==> src/rtl/bexkat_intctrl.sv <==
`default_nettype none
`timescale 1ns/1ps
// ============================================================================
//  Module   : bexkat_intctrl
//  Purpose  : Memory-mapped priority interrupt controller. Latches up to seven
//             request lines (level or edge per line), masks them and presents
//             the highest pending unmasked line to the CPU as a 3-bit level.
//  Config   : BEXKAT_INTCTRL_SYNC_EN - when defined, irq passes through a
//             2-flop synchronizer before edge detection.
//  Revision : 1.0 - initial release
// ============================================================================
module bexkat_intctrl #(
   parameter int NUM_SRC = 7
) (
   input  logic        clk,
   input  logic        reset_n,
   input  logic [6:0]  irq,
   input  logic        int_en,
   output logic [2:0]  interrupt,
   input  logic        chipselect,
   input  logic [1:0]  address,
   input  logic        read,
   input  logic        write,
   input  logic [3:0]  byteenable,
   input  logic [31:0] writedata,
   output logic [31:0] readdata,
   output logic        waitrequest
);

   // Lines above NUM_SRC never latch or store anything, so they read 0.
   localparam logic [6:0] LINE_VALID = 7'((1 << NUM_SRC) - 1);

   localparam logic [1:0] ADDR_PEND = 2'd0;
   localparam logic [1:0] ADDR_MASK = 2'd1;
   localparam logic [1:0] ADDR_EDGE = 2'd2;
   localparam logic [1:0] ADDR_CUR  = 2'd3;

   typedef enum logic [0:0] {
      IDLE   = 1'b0,
      RDWAIT = 1'b1
   } bus_state_t;

   bus_state_t state;
   bus_state_t next_state;

   logic [6:0]  s;
   logic [6:0]  s_d;
   logic [6:0]  rise;
   logic [6:0]  pend;
   logic [6:0]  mask;
   logic [6:0]  edge_cfg;
   logic [6:0]  active;
   logic [6:0]  wdat;
   logic [6:0]  clr;
   logic [6:0]  pend_next;
   logic [2:0]  cur;
   logic [31:0] rd_mux;
   logic        rd_start;
   logic        wr_en;
   logic        unused_bits;

`ifdef BEXKAT_INTCTRL_SYNC_EN
   logic [6:0] sync1;
   logic [6:0] sync2;

   // Two-flop synchronizer: irq is asynchronous to clk.
   always_ff @(posedge clk or negedge reset_n) begin
      if (!reset_n) begin
         sync1 <= 7'd0;
         sync2 <= 7'd0;
      end else begin
         sync1 <= irq;
         sync2 <= sync1;
      end
   end

   assign s = sync2;
`else
   // Source already synchronous to clk: use it directly.
   assign s = irq;
`endif

   // Previous-cycle copy of the sampled requests for rising-edge detection.
   always_ff @(posedge clk or negedge reset_n) begin
      if (!reset_n) s_d <= 7'd0;
      else          s_d <= s;
   end

   assign rise = s & ~s_d;

   // Bus decode: writes only land in IDLE and lose to a simultaneous read.
   assign rd_start = (state == IDLE) && chipselect && read;
   assign wr_en    = (state == IDLE) && chipselect && write && !read && byteenable[0];
   assign wdat     = writedata[7:1];
   assign clr      = (wr_en && (address == ADDR_PEND)) ? wdat : 7'd0;

   // Edge lines: rising edge sets (and beats a same-cycle clear), write-1 clears.
   // Level lines: pending simply follows the sampled input.
   assign pend_next = ((edge_cfg & (rise | (pend & ~clr))) | (~edge_cfg & s)) & LINE_VALID;

   // Pending register update.
   always_ff @(posedge clk or negedge reset_n) begin
      if (!reset_n) pend <= 7'd0;
      else          pend <= pend_next;
   end

   // MASK and EDGE configuration registers.
   always_ff @(posedge clk or negedge reset_n) begin
      if (!reset_n) begin
         mask     <= 7'd0;
         edge_cfg <= 7'd0;
      end else if (wr_en) begin
         if (address == ADDR_MASK) mask     <= wdat & LINE_VALID;
         if (address == ADDR_EDGE) edge_cfg <= wdat & LINE_VALID;
      end
   end

   assign active = pend & mask;

   // Priority encode: highest pending unmasked line wins, 0 when none.
   always_comb begin
      cur = 3'd0;
      for (int k = 1; k <= 7; k++) begin
         if (active[k-1]) cur = 3'(k);
      end
   end

   // Registered level to the CPU, gated by the CPU interrupt enable.
   always_ff @(posedge clk or negedge reset_n) begin
      if (!reset_n) interrupt <= 3'd0;
      else          interrupt <= int_en ? cur : 3'd0;
   end

   // Read data selection; CUR returns the encoded level in the low bits.
   always_comb begin
      rd_mux = 32'd0;
      case (address)
         ADDR_PEND: rd_mux = {24'h0, pend, 1'b0};
         ADDR_MASK: rd_mux = {24'h0, mask, 1'b0};
         ADDR_EDGE: rd_mux = {24'h0, edge_cfg, 1'b0};
         ADDR_CUR:  rd_mux = {29'h0, cur};
         default:   rd_mux = 32'd0;
      endcase
   end

   // Bus state register.
   always_ff @(posedge clk or negedge reset_n) begin
      if (!reset_n) state <= IDLE;
      else          state <= next_state;
   end

   // Bus FSM: a read stalls one cycle while readdata is registered.
   always_comb begin
      next_state  = state;
      waitrequest = 1'b0;
      case (state)
         IDLE: begin
            if (chipselect && read) begin
               waitrequest = 1'b1;
               next_state  = RDWAIT;
            end
         end
         RDWAIT: begin
            next_state = IDLE;
         end
         default: next_state = IDLE;
      endcase
   end

   // Read data capture; holds its value between reads.
   always_ff @(posedge clk or negedge reset_n) begin
      if (!reset_n)      readdata <= 32'd0;
      else if (rd_start) readdata <= rd_mux;
   end

   assign unused_bits = &{1'b0, writedata[31:8], writedata[0], byteenable[3:1]};

endmodule
`default_nettype wire

==> config.mk <==
export PLATFORM = sky130hd
export DESIGN_NAME = bexkat_intctrl
export DESIGN_NICKNAME = d
export VERILOG_FILES = /design/src/rtl/bexkat_intctrl.sv
export SDC_FILE = /design/constraint.sdc
export NUM_CORES = 1
export LEC_CHECK = 0
export CAP_MARGIN = 20
export CORE_AREA = 2 2 83 65
export CTS_BUF_LIST = sky130_fd_sc_hd__clkbuf_4
export DETAILED_ROUTE_END_ITERATION = 8
export DIE_AREA = 0 0 85 67
export PLACE_DENSITY_LB_ADDON = 0.12
export SLEW_MARGIN = 20
export SYNTH_ARGS = -nofsm -noshare
export SYNTH_HDL_FRONTEND = slang
export SYNTH_SLANG_ARGS = --single-unit
==> constraint.sdc <==
create_clock -name clk -period 4.11 [get_ports clk]
set_input_delay 0.411 -clock clk [delete_from_list [all_inputs] [get_ports clk]]
set_output_delay 0.411 -clock clk [all_outputs]
set_load 0.005 [all_outputs]
==> results.toml <==
[outcome]
outcome = "completed"

[clock_tree]
clock-sinks = 40
holdBufCountCts = 0
numCtsBuffers = 5
path_clk_slew_ns = 0.11
htree_levels = 2
clkLatencyLatePin_ns = 0.34
cts-root-buf = "clkbuf_4"
postCtsSetupRepairBufs = 0
cts_tree = "done"
cts_buffer_depth = 2
cts_resized = 0

[synth]
synthArstFlopShare_pct = 100
syn_area_per_cell_um2 = 11.6
synth_top_area_share_pct = 52.3
synth_common_cells = "dfrtp_1 (40), nand2_1 (27), buf_4 (24)"
synth_top_area_cell = "dfrtp_1"
synth.ff_latch_count = 40
ys.flop_type = "dfrtp_1"
synth_most_common_cell = "dfrtp_1"
netlist_area_um2 = 1910
syn_inst = 165
synth_area_leaders = "dfrtp_1 (52%), buf_4 (9.4%), mux2_2 (6.5%), nand2_1 (5.3%), a32o_1 (3.7%)"
yosysSeqAreaShare_pct = 52.3
ys_warn_count = 0
synth_cell_types = 32
synth_edf_count = 0

[critical_path]
required_ns = 3.70
crit_type = "input port to primary output"
worstPathArrival_ns = 2.30
worstReg2RegStart = "state"
cp-startpoint = "chipselect"
setup.worst_path.end_class = "primary output"
crit_fanout = 15
startpoint_type = "input port"

[die]
die_area_um2 = 5700
num_rows = 22
ios = 87
start_util_pct = 39.7
die_height_um = 67
die_width_um = 85
core-area_um2 = 4820

[job]
maxCapViolations = 0

[timing]
rsz0062_at_grt = "false"
worst_pin_slew_ns = 0.896
max_slew_margin_pct = 40.3
tns_ns = 0
slew_viol_final = 0
setup_viol = 0
hold_viol = 0
skew_ns = 0.00598
fmax_ghz = 0.369
post-route-period-util_pct = 65.9
finalCriticalPeriod_ns = 2.71

[power]
clockPowerShare_pct = 22.5
vdd_drop_max_uv = 192
power_frac_comb_pct = 21.3
power_leakage_uw = 0.00101
p_switching_uw = 251
power_uw = 895
seqPwrFrac_pct = 56.2
p_per_area_nw_per_um2 = 394
switching_share_pct = 28.1
internal_power_uw = 643

[grt]
grtUsageMet3_pct = 4.34
grt_pass1_wl_um = 6560
globalRouteOverflowTotal = 0
busiest_layer = "met2"
grt_max_degree = 41
grtUsageTotal_pct = 15.7
grt_pass1_vias = 1263
antenna_found_initial = 0
grt.met2_usage_pct = 24.1
grt.met1_usage_pct = 20.9

[route]
wl_per_cell_um = 15.5
dr.first_iter.drc_count = 62
finalWirelength_um = 4070
vias_per_cell = 4.93
post-route-drc-count = 0
via_count = 1297
first_pass_iters = 4
ant_nets = 0

[min_path]
holdCritPathClass = "input port to async pin"

[final_layout]
fin_area_um2 = 2270
final_core_util_pct = 47.1
diodes = 0
area_delta_synth_final_pct = 18.6
drive_gt1_share_pct = 12.8
final_nets = 253

[placed_design]
place.gp.congestion = 0.756
placed_area_um2 = 2210
port_buffers = 34
post-dp-hpwl_um = 2870
## final cells by class
| cell class | count | area (um2) |
|---|---|---|
| Fill cell | 440 | 2550 |
| Clock buffer | 7 | 52.6 |
| Sequential cell | 40 | 1000 |
| Multi-Input combinational cell | 118 | 787 |
| Clock inverter | 1 | 3.75 |
| Timing Repair Buffer | 35 | 343 |
| Inverter | 2 | 7.51 |
| Tap cell | 60 | 75.1 |
## flip-flops by register name (all words and copies together), names as in the netlist
signal,count
state,1
readdata,8
pend,7
interrupt,3
mask,7
s_d,7
edge_cfg,7
## per-layer routing
metal  vias to the layer above  wire length, um
li1                        608                -
met4                         0               59
met3                         8              299
met2                        49             1790
met1                       632             1920
met5                         -                0
## final timing paths
check | slack (ns) | cells after the start | end
worst max-delay path | 1.40 | 5 | waitrequest
worst min-delay path | 0.18 | 1 | readdata[6]
worst max register to register | 2.45 | 4 | pend[5]
worst min register to register | 0.49 | 2 | readdata[6]
max in group asynchronous | 3.38 | 1 | mask[0]
min in group clk | 0.49 | 2 | readdata[6]
## metrics by stage
stage,hold WS [ns],instances,worst slack [ns]
finish,0.175,263,1.40
CTS,0.191,263,1.42
global placement,0.469,255,1.49
detailed placement,0.469,255,1.43
floorplan,0.115,188,2.74
global route,0.222,263,1.29
## layout by cell type, fill, tap and decap left out, drive strengths merged
cell | netlist | routed
dfrtp | 40 | 40
clkdlybuf4s50 | 0 | 33
nand2 | 28 | 28
conb | 1 | 24
mux2 | 14 | 14
a32o | 7 | 7
mux2i | 7 | 7
clkbuf | 1 | 7
a21oi | 6 | 6
nor2 | 6 | 6
o21ai | 5 | 5
a22oi | 3 | 3
nor2b | 3 | 3
a22o | 2 | 2
a21boi | 2 | 2
inv | 2 | 2
buf | 27 | 2
a31o | 1 | 1
a32oi | 1 | 1
nand4bb | 1 | 1
nor4 | 1 | 1
nand3b | 1 | 1
nand3 | 1 | 1
o2111ai | 1 | 1
o311ai | 1 | 1
o211ai | 1 | 1
o22a | 1 | 1
o31ai | 1 | 1
clkinv | 0 | 1
## critical path: stages
cell	delay [ns]
clkdlybuf4s50_1	0.52
nor2b_1	0.15
nand2_1	0.36
inv_1	0.31
clkdlybuf4s50_1	0.54
## power by group through the flow
| stage | sequential, uW | combinational (uW) | clock, uW |
|---|---|---|---|
| final | 503 | 191 | 201 |
| after global routing | 513 | 213 | 230 |
| after CTS | 503 | 193 | 207 |
| after detailed placement | 511 | 192 | 0 |
| after global placement | 507 | 188 | 0 |
| after floorplan | 499 | 116 | 0 |
## cell families after synthesis
| group | Yosys count | synth area share (%) |
|---|---|---|
| other cells | 1 | 0.196 |
| buf+inv | 30 | 11.1 |
| compound gates | 32 | 12.5 |
| flops | 40 | 52.3 |
| mux | 21 | 11.9 |
| simple gates | 41 | 12.0 |
Power figures use the tool's default switching activity.
